### config.mk
export PLATFORM = sky130hd
export DESIGN_NAME = load_run_ctrl
export DESIGN_NICKNAME = d
export VERILOG_FILES = /design/src/rtl/load_run_ctrl_pkg.sv /design/src/rtl/load_run_ctrl_sat_counter.sv /design/src/rtl/load_run_ctrl.sv
export SDC_FILE = /design/constraint.sdc
export NUM_CORES = 1
export LEC_CHECK = 0
export CORE_AREA = 2 2 69 71
export DETAILED_ROUTE_END_ITERATION = 10
export DIE_AREA = 0 0 71 73
export HOLD_SLACK_MARGIN = 0.02
export PLACE_DENSITY = 0.73
export SLEW_MARGIN = 10
export SYNTH_ARGS = -nofsm -noshare
export SYNTH_HDL_FRONTEND = slang
export SYNTH_SLANG_ARGS = --single-unit
### constraint.sdc
create_clock -name CLK -period 1.64 [get_ports CLK]
set_input_delay 0.328 -clock CLK [delete_from_list [all_inputs] [get_ports CLK]]
set_output_delay 0.328 -clock CLK [all_outputs]
set_load 0.05 [all_outputs]
### src/rtl/load_run_ctrl_pkg.sv
// Shared types and widths for the load/run controller.
// Holds the controller state enum and the address, data and counter widths.
package load_run_ctrl_pkg;

    localparam int ADDR_W = 8;
    localparam int DATA_W = 8;
    localparam int CNT_W  = 16;

    typedef enum logic [2:0] {
        ST_IDLE,
        ST_LOAD,
        ST_LAUNCH,
        ST_RUN,
        ST_DONE
    } state_e;

endpackage

### src/rtl/load_run_ctrl_sat_counter.sv
// sat_counter: up-counter with synchronous clear that sticks at all-ones.
// Ports: clk, rst (async high), clear, enable, count[W-1:0].
module sat_counter #(
    parameter int W = 16
) (
    input  logic         clk,
    input  logic         rst,
    input  logic         clear,
    input  logic         enable,
    output logic [W-1:0] count
);

    logic [W-1:0] count_q;
    logic [W-1:0] count_d;

    always_comb begin
        count_d = count_q;
        if (clear) begin
            count_d = '0;
        end else if (enable && (count_q != '1)) begin
            count_d = count_q + W'(1);
        end
    end

    always_ff @(posedge clk or posedge rst) begin
        if (rst) begin
            count_q <= '0;
        end else begin
            count_q <= count_d;
        end
    end

    assign count = count_q;

endmodule

### src/rtl/load_run_ctrl.sv
// Loads a byte stream into the core's data RAM, then launches and times a run.
// Ports: CLK, start (async reset), ld_* loader stream, go/halt, cpu_start,
// mem_* RAM write port, busy/done/timeout/load_ovf flags, cycle_count.
module load_run_ctrl
    import load_run_ctrl_pkg::*;
#(
    parameter int                LAUNCH_CYC = 2,
    parameter logic [CNT_W-1:0]  TIMEOUT    = 16'd4096
) (
    input  logic              CLK,
    input  logic              start,
    input  logic              ld_valid,
    input  logic [DATA_W-1:0] ld_data,
    input  logic              ld_last,
    output logic              ld_ready,
    input  logic              go,
    input  logic              halt,
    output logic              cpu_start,
    output logic              mem_we,
    output logic [ADDR_W-1:0] mem_addr,
    output logic [DATA_W-1:0] mem_wdata,
    output logic              busy,
    output logic              done,
    output logic              timeout,
    output logic              load_ovf,
    output logic [CNT_W-1:0]  cycle_count
);

    localparam int LW = (LAUNCH_CYC > 1) ? $clog2(LAUNCH_CYC) : 1;
    localparam logic [LW-1:0] LCNT_LAST = LW'(LAUNCH_CYC - 1);

    state_e            state_q, state_d;
    logic [ADDR_W-1:0] ptr_q, ptr_d;
    logic [LW-1:0]     lcnt_q, lcnt_d;
    logic              cpu_start_q, cpu_start_d;
    logic              busy_q, busy_d;
    logic              done_q, done_d;
    logic              timeout_q, timeout_d;
    logic              load_ovf_q, load_ovf_d;
    logic              cnt_clear, cnt_en;
    logic              launch;
    logic              hs;
    logic              to_hit;

    assign ld_ready  = (state_q == ST_IDLE) || (state_q == ST_LOAD);
    assign hs        = ld_valid && ld_ready;
    assign mem_we    = hs;
    assign mem_addr  = ptr_q;
    assign mem_wdata = ld_data;
    assign to_hit    = (TIMEOUT != '0) && (cycle_count == TIMEOUT);

    always_comb begin
        state_d     = state_q;
        ptr_d       = ptr_q;
        lcnt_d      = lcnt_q;
        cpu_start_d = cpu_start_q;
        busy_d      = busy_q;
        done_d      = done_q;
        timeout_d   = timeout_q;
        load_ovf_d  = load_ovf_q;
        cnt_clear   = 1'b0;
        cnt_en      = 1'b0;
        launch      = 1'b0;

        // Shared byte-accept path for IDLE and LOAD; a load beats go.
        if (hs) begin
            ptr_d = ptr_q + ADDR_W'(1);
            if ((ptr_q == '1) && !ld_last) begin
                load_ovf_d = 1'b1;
            end
            if (ld_last) begin
                ptr_d   = '0;
                state_d = ST_IDLE;
            end else begin
                state_d = ST_LOAD;
            end
        end

        unique case (state_q)
            ST_IDLE: begin
                if (!hs && go) begin
                    launch = 1'b1;
                end
            end
            ST_LOAD: begin
            end
            ST_LAUNCH: begin
                if (lcnt_q == LCNT_LAST) begin
                    state_d     = ST_RUN;
                    cpu_start_d = 1'b0;
                end else begin
                    lcnt_d = lcnt_q + LW'(1);
                end
            end
            ST_RUN: begin
                if (halt) begin
                    state_d = ST_DONE;
                    done_d  = 1'b1;
                    busy_d  = 1'b0;
                end else if (to_hit) begin
                    state_d   = ST_DONE;
                    done_d    = 1'b1;
                    timeout_d = 1'b1;
                    busy_d    = 1'b0;
                end else begin
                    cnt_en = 1'b1;
                end
            end
            ST_DONE: begin
                if (go) begin
                    launch = 1'b1;
                end else if (ld_valid) begin
                    // Leave for the loader; the byte is not taken here.
                    state_d     = ST_IDLE;
                    cpu_start_d = 1'b1;
                    done_d      = 1'b0;
                end
            end
            default: begin
                state_d = ST_IDLE;
            end
        endcase

        if (launch) begin
            state_d     = ST_LAUNCH;
            lcnt_d      = '0;
            cpu_start_d = 1'b1;
            busy_d      = 1'b1;
            done_d      = 1'b0;
            timeout_d   = 1'b0;
            cnt_clear   = 1'b1;
        end
    end

    always_ff @(posedge CLK or posedge start) begin
        if (start) begin
            state_q     <= ST_IDLE;
            ptr_q       <= '0;
            lcnt_q      <= '0;
            cpu_start_q <= 1'b1;
            busy_q      <= 1'b0;
            done_q      <= 1'b0;
            timeout_q   <= 1'b0;
            load_ovf_q  <= 1'b0;
        end else begin
            state_q     <= state_d;
            ptr_q       <= ptr_d;
            lcnt_q      <= lcnt_d;
            cpu_start_q <= cpu_start_d;
            busy_q      <= busy_d;
            done_q      <= done_d;
            timeout_q   <= timeout_d;
            load_ovf_q  <= load_ovf_d;
        end
    end

    sat_counter #(
        .W (CNT_W)
    ) u_cycle_cnt (
        .clk    (CLK),
        .rst    (start),
        .clear  (cnt_clear),
        .enable (cnt_en),
        .count  (cycle_count)
    );

    assign cpu_start = cpu_start_q;
    assign busy      = busy_q;
    assign done      = done_q;
    assign timeout   = timeout_q;
    assign load_ovf  = load_ovf_q;

endmodule

## Yosys cells after proc, flatten, opt, wreduce, memory -nomap -nowiden

Index checks and enable logic that the tools add are counted.

- Add/sub/neg operators: 3
- Eq/ne operators: 12
- Muxes and demuxes: 40
- Reductions and logical operators: 21

Operator list:

| kind | count |
|---|---|
| $mux W16 | 2 |
| $mux W1 | 26 |
| $mux W3 | 7 |
| $add A16 B1 Y16 const B | 1 |
| $eq A16 B13 Y1 const B | 1 |
| $ne A16 B16 Y1 const B | 1 |
| $pmux W3 S4 | 1 |
| $ne A3 B3 Y1 const B | 3 |
| $reduce_bool A3 Y1 | 3 |
| $add A8 B1 Y8 const B | 1 |
| $eq A8 B8 Y1 const B | 1 |
| $mux W8 | 1 |
| $reduce_and A4 Y1 | 2 |
| $reduce_bool A2 Y1 | 4 |
| $eq A3 B2 Y1 const B | 2 |
| $pmux W1 S2 | 3 |
| $logic_and A1 B1 Y1 | 4 |
| $ne A4 B4 Y1 const B | 1 |
| $reduce_and A2 Y1 | 2 |
| $eq A3 B1 Y1 const B | 1 |
| $eq A3 B3 Y1 const B | 1 |
| $logic_not A3 Y1 | 1 |
| $reduce_and A3 Y1 | 1 |
| $logic_not A1 Y1 | 2 |
| 4 further kinds | 4 |

- Bits in registers: 33
- Bits of input ports: 14
- Output and inout port bits: 39
- Word-level logic and storage cells: 85

## Depth between registers and ports, before layout

Gate-level depths: netlist of the first run.

- Word-level depth: 9
- Gate-level depth with buffers: 8
- Mapped depth without buffers: 7

## Hierarchy

Synthesis of the first run repeated with hierarchy kept, for this count alone.

- Cells, all modules: 212
- Area total of the unflattened synthesis: 1930.6 µm²

By module, submodules not included:

| module | instances | cells each | area an instance (µm²) |
|---|---|---|---|
| load_run_ctrl | 1 | 111 | 998.5 |
| sat_counter | 1 | 101 | 932.1 |

## Worst setup path after synthesis of the first run

Ideal clock, no wire load.

- Path kind: register to register
- Start: register u_cycle_cnt.count_q[0] (netlist: u_cycle_cnt.count[0])
- End: register u_cycle_cnt.count_q[3] (netlist: u_cycle_cnt.count[3])
- Data arrival time: 2023 ps
- Path slack: -480 ps
- Stages on the path, launching flop included: 8
- Path buffers: 1
- Period minus slack after synthesis: 2120 ps
- Path through: dfrtp_1 ha_1 nand3_1 or3_1 o211ai_2 buf_6 o211ai_1 o31ai_1

- Longest elaborated chain between the ends: 6
- Elaborated cells on any way between the ends: 10

Ends and longest elaborated chain:

| item | RTL line | text |
|---|---|---|
| from (decl) | load_run_ctrl_sat_counter.sv:13 | `logic [W-1:0] count_q;` |
| from (signal assigned) | load_run_ctrl_sat_counter.sv:29 | `count_q <= count_d;` |
| branches (longest 6 deep; another with $add A16 B1 Y16) | n/a |  |

Several ways; the timed one is not identified. The select of a mux whose other input is x is not followed.
A chain may end at the register's enable or synchronous reset.

## Final worst setup path of the first run

- Start: register u_cycle_cnt.count_q[0] (netlist: u_cycle_cnt.count[0])
- End: register u_cycle_cnt.count_q[0] (netlist: u_cycle_cnt.count[0])

The elaborated chain is that of the path after synthesis.

==> results of run 1 <==
==> cell families after synthesis <==
family,after synthesis
AND/OR/NAND/NOR,83
adder cells (fa/ha/maj),3
buffers and inverters,21
XOR/XNOR,5
multiplexers,4
AO/OA/AOI/OAI,40
flip-flops,33
==> how the worst max path moves through the flow <==
stage / startpoint / end / slack (ns) / cells past startpoint
3_5_place_dp: halt / u_cycle_cnt.count[10]$_DFFE_PP0P_ / -0.30 / 7
2_1_floorplan: state_q[2]$_DFF_PP0_ / mem_addr[5]$_DFFE_PP0P_ / -0.26 / 5
3_3_place_gp: halt / u_cycle_cnt.count[11]$_DFFE_PP0P_ / -0.24 / 6
6_report: u_cycle_cnt.count[0]$_DFFE_PP0P_ / u_cycle_cnt.count[0]$_DFFE_PP0P_ / -0.14 / 8
4_1_cts: u_cycle_cnt.count[0]$_DFFE_PP0P_ / busy$_DFFE_PP0P_ / -0.11 / 8
5_1_grt: u_cycle_cnt.count[0]$_DFFE_PP0P_ / busy$_DFFE_PP0P_ / -0.22 / 8
==> critical path: stages (launching register included) <==
cell and delay, ns:
dfrtp_4 0.46, ha_4 0.15, nand3_2 0.09, or3_4 0.35
o211ai_4 0.29, buf_6 0.17, buf_6 0.09, nand3_2 0.07
o21ai_2 0.05
==> power by group <==
group	leakage [nW]	total [mW]	internal (mW)	switching [mW]
clock network	0.0585	0.797	0.495	0.302
registers	0.421	1.13	0.963	0.166
logic	0.906	1.74	0.828	0.916
total	1.39	3.67	2.29	1.38
==> synthesized netlist by cell type (all sizes together) (2+ instances only) <==
master   n
a211oi   2
xor2     5
nand4    6
nand3   14
ha       3
or4      2
and3     4
mux2i    3
o31ai    4
nand2b   7
dfrtp   32
nor3b    4
nor2    18
nand2   12
buf     12
nor4     4
o21a     2
o21ai   12
inv      8
a21oi    7
or3      5
o211ai   8
==> per-layer routing <==
layer,vias up,share of wire [%]
li1,844,-
met1,855,43
met2,59,51
met3,9,4.7
met4,0,1.6
met5,-,0
==> final cells by class <==
class | count | share of cell area, %
inverter | 8 | 1.148
clock inverter | 1 | 0.9840
tap | 54 | 2.214
multi-input combinational | 135 | 31.90
clock buffer | 7 | 2.829
timing repair buffer | 90 | 33.21
sequential | 33 | 27.72
==> state kept, by name, summed over array words and instances (netlist names) <==
register / cells
u_cycle_cnt.count: 16
busy: 1
lcnt_q: 1
timeout: 1
done: 1
mem_addr: 8
state_q: 3
cpu_start: 1
load_ovf: 1
==> metrics by stage <==
| step | TNS, ns | setup slack (ns) |
|---|---|---|
| after floorplan | -2.366 | -0.2622 |
| after global placement | -3.252 | -0.2350 |
| after detailed placement | -4.048 | -0.2966 |
| after CTS | -0.7783 | -0.1091 |
| after global routing | -3.130 | -0.2166 |
| final | -1.442 | -0.1447 |
==> timing repair <==
action,CTS,global route
hold buffers,0,0
gates cloned,1,0
gates resized for setup,10,17
endpoints found under the setup margin,16,27
pin swaps,10,7
setup buffers,6,4
==> results.sh, run 1 <==
export IMPL_status="finished with violations"
export IMPL_violations="setup timing"
export IMPL_synth_area_leaders="dfrtp_1 (44%), nand3_1 (3.9%), nor2_1 (3.7%)"
export IMPL_hpwl_um=3408
export IMPL_hold_violations=0
export IMPL_power_density_mw_per_mm2=1203
export IMPL_synth_seq_cells=33
export IMPL_cts_max_level=2
export IMPL_r2r_end="u_cycle_cnt.count[0]$_DFFE_PP0P_"
export IMPL_mostFrequentLayoutCells="buf_4 (54), buf_12 (24), dfrtp_1 (19)"
export IMPL_worst_pin_slew_ns=0.4038
export IMPL_synthesis_area_mm2=0.001808
export IMPL_finalCritPeriodShare_pct=108.8
export IMPL_dr_total_vias=1767
export IMPL_cts_tree="done"
export IMPL_start_util_pct=39.86
export IMPL_core_area_mm2=0.004536
export IMPL_synth_avg_cell_area_um2=9.566
export IMPL_routed_wl_um=4924
export IMPL_numCtsBuffers=5
export IMPL_synth_largest_area_cell="dfrtp_1"
export IMPL_layout_drive_gt1_share_pct=48.18
export IMPL_regToRegStartpoint="u_cycle_cnt.count[0]$_DFFE_PP0P_"
export IMPL_fin_nets=290
export IMPL_yosys_mux_area_fraction_pct=2.284
export IMPL_top_usage_layer="met2"
export IMPL_final_area_mm2=0.003052
export IMPL_regArea_um2=845.8
export IMPL_antenna_found_initial=0
export IMPL_pin_count=53
export IMPL_nFillCells=308
export IMPL_syn_nets=206
export IMPL_final_max_slew_violation_count=0
export IMPL_synth_ff_type="dfrtp_1"
export IMPL_synth_distinct_cells=44
export IMPL_ys_seq_area_share_pct=45.74
export IMPL_finClkSkew_ns=0.003834
export IMPL_diodes=0
export IMPL_place_area_mm2=0.002744
export IMPL_syn_inst=189
export IMPL_drv_cap=0
export IMPL_met1_usage_pct=24.61
export IMPL_synthXorXnorAreaFrac_pct=2.422
export IMPL_numPortBuffers=36
export IMPL_dpl_cell_count=309
export IMPL_cp_end_kind="register"
export IMPL_synth_compound_area_share_pct=14.67
export IMPL_grt_max_degree=34
export IMPL_die_h_um=73
export IMPL_avgRoutedWirePerCell_um=15.01
export IMPL_syn2layout_area_growth_pct=68.79
export IMPL_final_util_pct=67.28
export IMPL_yosys_warnings=0
export IMPL_arrival_ns=2.00
export IMPL_die_w_um=71
export IMPL_ff2ff_path_depth=8
export IMPL_ff2ff_setup_slack_ns=-0.14
export IMPL_hold_ws_ns=0.3830
export IMPL_finalCriticalPeriod_ns=1.785
export IMPL_synth_fa_ha_area_share_pct=2.076
export IMPL_remaining_drc_errors=0
export IMPL_finalPower_mw=3.670
export IMPL_layoutNonFillerInstCount=328
export IMPL_num_rows=25
export IMPL_place_congestion=0.7963
export IMPL_cp_required_ns=1.85
export IMPL_clockBufferDepth=2
export IMPL_cts_root_buf="clkbuf_8"
export IMPL_multi_input_area_um2=973.4
export IMPL_use_met2_pct=33.64
export IMPL_synth_top_area_share_pct=44.29
export IMPL_synth_top_family_by_area="simple AND/OR/NAND/NOR gates"
export IMPL_timing_slew_headroom_pct=72.83
export IMPL_cts_sinks=33
export IMPL_yosys_area_share_simple_pct=26.16
export IMPL_drt_pass1_iter_count=4
export IMPL_setup_viol=17
export IMPL_final_common_cell="buf_4"
export IMPL_critical_path_class="register to register"
export IMPL_vias_per_cell=5.387
export IMPL_clock_latency_ns=0.28
export IMPL_ir_drop_uv=929.9
export IMPL_drtIter0Drc=92
export IMPL_async_reset_ff_share_pct=100.0
export IMPL_synth_edf_count=0
export IMPL_start_kind="register"
export IMPL_holdCritPathClass="input port to async pin"
export IMPL_ant_nets=0
export IMPL_first_global_vias=1839
export IMPL_grtUsageTotal_pct=19.94
export IMPL_fin_ws_ns=-0.1447
export IMPL_fmax_mhz=560.3
export IMPL_clk_pin_slew_ns=0.07
export IMPL_die_area_mm2=0.005183
export IMPL_grt_pass1_wl_um=8155
export IMPL_rsz0062_at_grt="yes"
export IMPL_use_met3_pct=5.249
export IMPL_crit_fanout=6
export IMPL_grt_ovfl_total=0
export IMPL_power_leakage_nw=1.386
Power figures use the tool's default switching activity.
==> run 2, diff against run 1 <==
- PLACE_DENSITY: 0.73 -> 0.83
==> run 2 against run 1 <==
The run still ends with setup timing left. Maximum frequency is 12% lower. Die area unchanged. Sequential cell count is the same. Clock skew rose by 0.0025 ns. Worst setup slack got worse by 0.24 ns. Power increased by 4.5%. Largest power group unchanged.
==> results.sh, run 2 (same netlist as run 1, synthesis figures left out) <==
export IMPL_fmax_mhz=493.0
export IMPL_comb_power_share_pct=46.9
export IMPL_r2r_end="u_cycle_cnt.count[3]$_DFFE_PP0P_"
export IMPL_grt_pass1_wl_um=8970
export IMPL_mostFrequentLayoutCells="buf_4 (63), buf_12 (22), dfrtp_1 (19)"
export IMPL_slowest_delay_ns=0.50
export IMPL_holdCritPathClass="input port to async pin"
export IMPL_layout_drive_gt1_share_pct=50.53
export IMPL_tns_ns=-5.916
export IMPL_cts_max_level=2
export IMPL_dpl_cell_count=313
export IMPL_setup_viol=25
export IMPL_drt_pass1_iter_count=4
export IMPL_cp_required_ns=1.83
export IMPL_largest_reg_flops=16
export IMPL_finalCriticalPeriod_ns=2.028
export IMPL_avgRoutedWirePerCell_um=17.77
export IMPL_start_kind="register"
export IMPL_regToRegStartpoint="u_cycle_cnt.count[8]$_DFFE_PP0P_"
export IMPL_cts_tree="done"
export IMPL_grtUsageTotal_pct=22.34
export IMPL_place_congestion=0.8864
export IMPL_final_util_pct=69.60
export IMPL_routed_wl_um=5989
export IMPL_finalPower_mw=3.834
export IMPL_numCtsBuffers=5
export IMPL_hold_violations=0
export IMPL_p_sw_mw=1.421
export IMPL_cts_sinks=33
export IMPL_final_common_cell="buf_4"
export IMPL_fin_nets=299
export IMPL_remaining_drc_errors=0
export IMPL_cp_slowest_cell="nor4b_1"
export IMPL_diodes=0
export IMPL_power_density_mw_per_mm2=1215
export IMPL_finalCritPeriodShare_pct=123.7
export IMPL_clock_latency_ns=0.29
export IMPL_num_rows=25
export IMPL_hold_buffers=0
export IMPL_swShare_pct=37.06
export IMPL_die_h_um=73
export IMPL_clockBufferDepth=2
export IMPL_worst_pin_slew_ns=0.5301
export IMPL_antenna_found_initial=0
export IMPL_cts_root_buf="clkbuf_8"
export IMPL_fin_ws_ns=-0.3883
export IMPL_start_util_pct=39.86
export IMPL_vias_per_cell=5.656
export IMPL_timing_slew_headroom_pct=64.16
export IMPL_final_max_slew_violation_count=0
export IMPL_grt_max_degree=34
export IMPL_clk_pin_slew_ns=0.07
export IMPL_core_area_mm2=0.004536
export IMPL_intPower_mw=2.413
export IMPL_numPortBuffers=36
export IMPL_ff2ff_setup_slack_ns=-0.39
export IMPL_violations="setup timing"
export IMPL_crit_fanout=4
export IMPL_arrival_ns=2.22
export IMPL_first_global_vias=1851
export IMPL_cp_cell_sequence="nor4b_1 -> nand4_1 -> o211ai_4 -> buf_6 -> o211ai_1 -> o31ai_2"
export IMPL_ir_drop_uv=738.7
export IMPL_hpwl_um=3565
export IMPL_place_area_mm2=0.002736
export IMPL_p_clk_share_pct=23.8
export IMPL_status="finished with violations"
export IMPL_final_area_mm2=0.003157
export IMPL_cp_end_kind="register"
export IMPL_critical_path_class="register to register"
export IMPL_drv_cap=0
export IMPL_die_w_um=71
export IMPL_dr_total_vias=1906
export IMPL_syn2layout_area_growth_pct=74.60
export IMPL_finClkSkew_ns=0.006327
export IMPL_rsz0062_at_grt="yes"
export IMPL_critPathLaunch="u_cycle_cnt.count[8]$_DFFE_PP0P_"
export IMPL_pin_count=53
export IMPL_grt_ovfl_total=0
export IMPL_power_leakage_nw=1.460
export IMPL_layoutNonFillerInstCount=337
export IMPL_die_area_mm2=0.005183
export IMPL_ant_nets=0
export IMPL_drtIter0Drc=150
export IMPL_ff2ff_path_depth=6
export IMPL_seq_power_share_pct=29.3
==> run 2: cell types whose count changed in the layout (fill, tap and decap cells not counted), sizes merged <==
cell           before  now
clkinv              0    1
dlygate4sd2         1    0
bufinv              1    2
clkdlybuf4s50       4    5
buf                85   94
clkbuf              7    5
==> run 2: worst max-delay path by stage <==
| stage | endpoint | slack (ns) | depth (start not counted) |
|---|---|---|---|
| after floorplan | mem_addr[5]$_DFFE_PP0P_ | -0.26 | 5 |
| after global placement | u_cycle_cnt.count[14]$_DFFE_PP0P_ | -0.23 | 6 |
| after detailed placement | u_cycle_cnt.count[5]$_DFFE_PP0P_ | -0.37 | 5 |
| after CTS | busy$_DFFE_PP0P_ | -0.17 | 8 |
| after global routing | u_cycle_cnt.count[8]$_DFFE_PP0P_ | -0.40 | 6 |
| final | u_cycle_cnt.count[3]$_DFFE_PP0P_ | -0.39 | 6 |
==> run 2: layout make-up <==
class | count | area (um^2)
clock buffers | 5 | 68.82
clock inverters | 3 | 65.06
fillers | 296 | 1379
inverters | 8 | 32.53
multi-input cells | 135 | 1008
flip-flops and latches | 33 | 845.8
well taps | 54 | 67.56
repair buffers | 99 | 1069
==> run 2: stage by stage <==
stage               hold slack [ns]  setup slack [ns]
finish                       0.3738           -0.3883
global route                 0.3999           -0.3994
CTS                          0.3823           -0.1686
detailed placement           0.4332           -0.3692
global placement             0.4288           -0.2342
floorplan                    0.4057           -0.2622
==> run 2: power groups by stage <==
| stage | Clock (mW) | Combinational, mW | Sequential, mW |
|---|---|---|---|
| floorplan | 0 | 0.597 | 1.41 |
| global placement | 0 | 1.49 | 1.11 |
| detailed placement | 0 | 1.52 | 1.12 |
| CTS | 0.917 | 1.70 | 1.11 |
| global route | 0.964 | 1.89 | 1.14 |
| finish | 0.913 | 1.80 | 1.12 |
==> run 2: metal layers <==
metal	vias up	routed length (um)	global-route usage (%)	part of all wire (%)
li1	864	-	-	-
met3	20	326	4.696	5.4
met2	76	3083	39.67	51
met1	946	2358	25.20	39
met4	0	221	11.95	3.7
met5	-	0	0	0
==> run 2: repair_timing <==
| action | CTS | global route |
|---|---|---|
| setup buffers | 12 | 5 |
| endpoints found under the setup margin | 19 | 26 |
| gates resized for setup | 19 | 13 |
| pin swaps | 21 | 7 |
==> run 2: worst max-delay path: cells and delay by family, from the launching register on <==
kind	cells	cell delay (ns)
compound gates	3	0.44
buf+inv	1	0.16
flops	1	0.47
simple gates	2	0.84
==> run 3, diff against run 2 <==
- CELL_PAD_IN_SITES_DETAIL_PLACEMENT: not set -> 1
- CELL_PAD_IN_SITES_GLOBAL_PLACEMENT: not set -> 2
- CORE_AREA: 2 2 69 71 -> 2 2 68 118
- DIE_AREA: 0 0 71 73 -> 0 0 70 120
==> run 3 against run 2 <==
The flow still finishes with violations (setup timing). Final cell count increased by 11%. Hold slack gained 0.016 ns. Clock skew fell by 0.0036 ns. Largest cell class unchanged. Highest routed layer unchanged.
==> results.sh, run 3 (same netlist as run 1, synthesis figures left out) <==
export IMPL_vias_per_cell=4.987
export IMPL_r2r_end="u_cycle_cnt.count[13]$_DFFE_PP0P_"
export IMPL_hold_violations=0
export IMPL_die_w_um=70
export IMPL_die_area_mm2=0.008400
export IMPL_setup_viol=19
export IMPL_power_density_mw_per_mm2=1167
export IMPL_clk_pin_slew_ns=0.05
export IMPL_ff2ff_path_depth=6
export IMPL_hold_buffers=0
export IMPL_mostFrequentLayoutCells="buf_4 (60), buf_12 (25), dfrtp_1 (19)"
export IMPL_grt_pass1_wl_um=10170
export IMPL_met1_usage_pct=15.27
export IMPL_top_usage_layer="met2"
export IMPL_layoutNonFillerInstCount=374
export IMPL_first_global_vias=2102
export IMPL_die_h_um=120
export IMPL_layout_drive_gt1_share_pct=53.85
export IMPL_ir_drop_uv=620.4
export IMPL_status="finished with violations"
export IMPL_cts_tree="done"
export IMPL_antenna_found_initial=0
export IMPL_remaining_drc_errors=0
export IMPL_cp_end_kind="register"
export IMPL_final_max_slew_violation_count=0
export IMPL_finClkSkew_ns=0.002740
export IMPL_regArea_um2=845.8
export IMPL_dr_total_vias=1865
export IMPL_clockBufferDepth=2
export IMPL_drv_cap=0
export IMPL_final_common_cell="buf_4"
export IMPL_core_area_mm2=0.007462
export IMPL_critical_path_class="register to register"
export IMPL_regToRegStartpoint="u_cycle_cnt.count[5]$_DFFE_PP0P_"
export IMPL_nFillCells=818
export IMPL_fmax_mhz=566.2
export IMPL_worst_pin_slew_ns=0.4381
export IMPL_cts_root_buf="clkbuf_16"
export IMPL_dpl_cell_count=354
export IMPL_use_met2_pct=30.12
export IMPL_finalCritPeriodShare_pct=107.7
export IMPL_grt_max_degree=34
export IMPL_grtUsageTotal_pct=15.34
export IMPL_place_congestion=0.8257
export IMPL_cts_sinks=33
export IMPL_ff2ff_setup_slack_ns=-0.13
export IMPL_drtIter0Drc=43
export IMPL_grt_ovfl_total=0
export IMPL_use_met3_pct=2.771
export IMPL_fin_ws_ns=-0.1260
export IMPL_crit_fanout=4
export IMPL_arrival_ns=1.98
export IMPL_largest_reg_flops=16
export IMPL_ant_nets=0
export IMPL_num_rows=42
export IMPL_hold_ws_ns=0.3898
export IMPL_cp_required_ns=1.85
export IMPL_numPortBuffers=36
export IMPL_fin_nets=302
export IMPL_critPathLaunch="u_cycle_cnt.count[5]$_DFFE_PP0P_"
export IMPL_power_leakage_nw=1.470
export IMPL_cts_max_level=2
export IMPL_start_kind="register"
export IMPL_timing_slew_headroom_pct=70.67
export IMPL_start_util_pct=24.23
export IMPL_violations="setup timing"
export IMPL_clock_latency_ns=0.28
export IMPL_pin_count=53
export IMPL_holdCritPathClass="input port to async pin"
export IMPL_syn2layout_area_growth_pct=84.84
export IMPL_routed_wl_um=6400
export IMPL_tns_ns=-0.9146
export IMPL_hpwl_um=4507
export IMPL_multi_input_area_mm2=0.001074
export IMPL_drt_pass1_iter_count=4
export IMPL_diodes=0
export IMPL_rsz0062_at_grt="yes"
export IMPL_cp_endpoint="u_cycle_cnt.count[13]$_DFFE_PP0P_"
export IMPL_final_area_mm2=0.003342
export IMPL_finalCriticalPeriod_ns=1.766
export IMPL_numCtsBuffers=5
export IMPL_place_area_mm2=0.002882
export IMPL_avgRoutedWirePerCell_um=17.11
run 3: cell count changes in the layout (fill, tap and decap cells not counted), sizes merged:
| cell | previous run | this run |
|---|---|---|
| buf | 94 | 96 |
| clkbuf | 5 | 7 |
| o211ai | 8 | 9 |
| dlygate4sd2 | 0 | 2 |
| clkdlybuf4s50 | 5 | 3 |
| bufinv | 2 | 0 |
run 3: report_power, final:
part / switching, mW / total, mW / internal (mW)
registers: 0.171 / 1.14 / 0.964
clock network: 0.348 / 0.990 / 0.642
logic: 0.926 / 1.77 / 0.847
total: 1.44 / 3.90 / 2.45
run 3: layout make-up:
class / count / share of cell area [%]
clock inverter: 1 / 0.1498
inverter: 8 / 0.9734
multi-input combinational: 136 / 32.12
timing repair buffer: 101 / 33.58
sequential: 33 / 25.31
clock buffer: 7 / 4.568
tap: 88 / 3.295
run 3: layer usage:
| layer | up-vias | wire (um) |
|---|---|---|
| met2 | 45 | 3634 |
| met1 | 939 | 2322 |
| met4 | 0 | 208 |
| met3 | 13 | 235 |
| met5 | - | 0 |
| li1 | 868 | - |
run 3: worst min path at each step:
stage / cells after the start / end / slack (ns)
after floorplan: 1 / cpu_start$_DFFE_PP1P_ / 0.41
after global placement: 1 / cpu_start$_DFFE_PP1P_ / 0.43
after detailed placement: 1 / cpu_start$_DFFE_PP1P_ / 0.44
after CTS: 3 / mem_addr[2]$_DFFE_PP0P_ / 0.41
after global routing: 3 / u_cycle_cnt.count[14]$_DFFE_PP0P_ / 0.43
final: 3 / mem_addr[2]$_DFFE_PP0P_ / 0.39
run 3: metrics by stage:
| stage | util (%) | worst slack [ns] | power (mW) |
|---|---|---|---|
| CTS | 43.29 | -0.1063 | 3.863 |
| detailed placement | 38.62 | -0.3779 | 2.708 |
| global placement | 38.62 | -0.3195 | 2.678 |
| finish | 44.79 | -0.1260 | 3.899 |
| global route | 44.79 | -0.2081 | 4.093 |
| floorplan | - | -0.2622 | 2.009 |
run 3: critical path, stage by stage (launching register included):
cell      delay [ns]
dfrtp_2         0.39
nand4_1         0.17
buf_6           0.18
nor4_4          0.24
o211ai_4        0.15
or4_1           0.46
nand2_1         0.11
run 3: repair_timing:
action                     CTS  global route
cloned                       1             0
setup endpoints to repair   23            27
gates resized for setup     31            14
hold endpoints to repair     0             0
setup buffers                5             6
pin swaps                   11            14
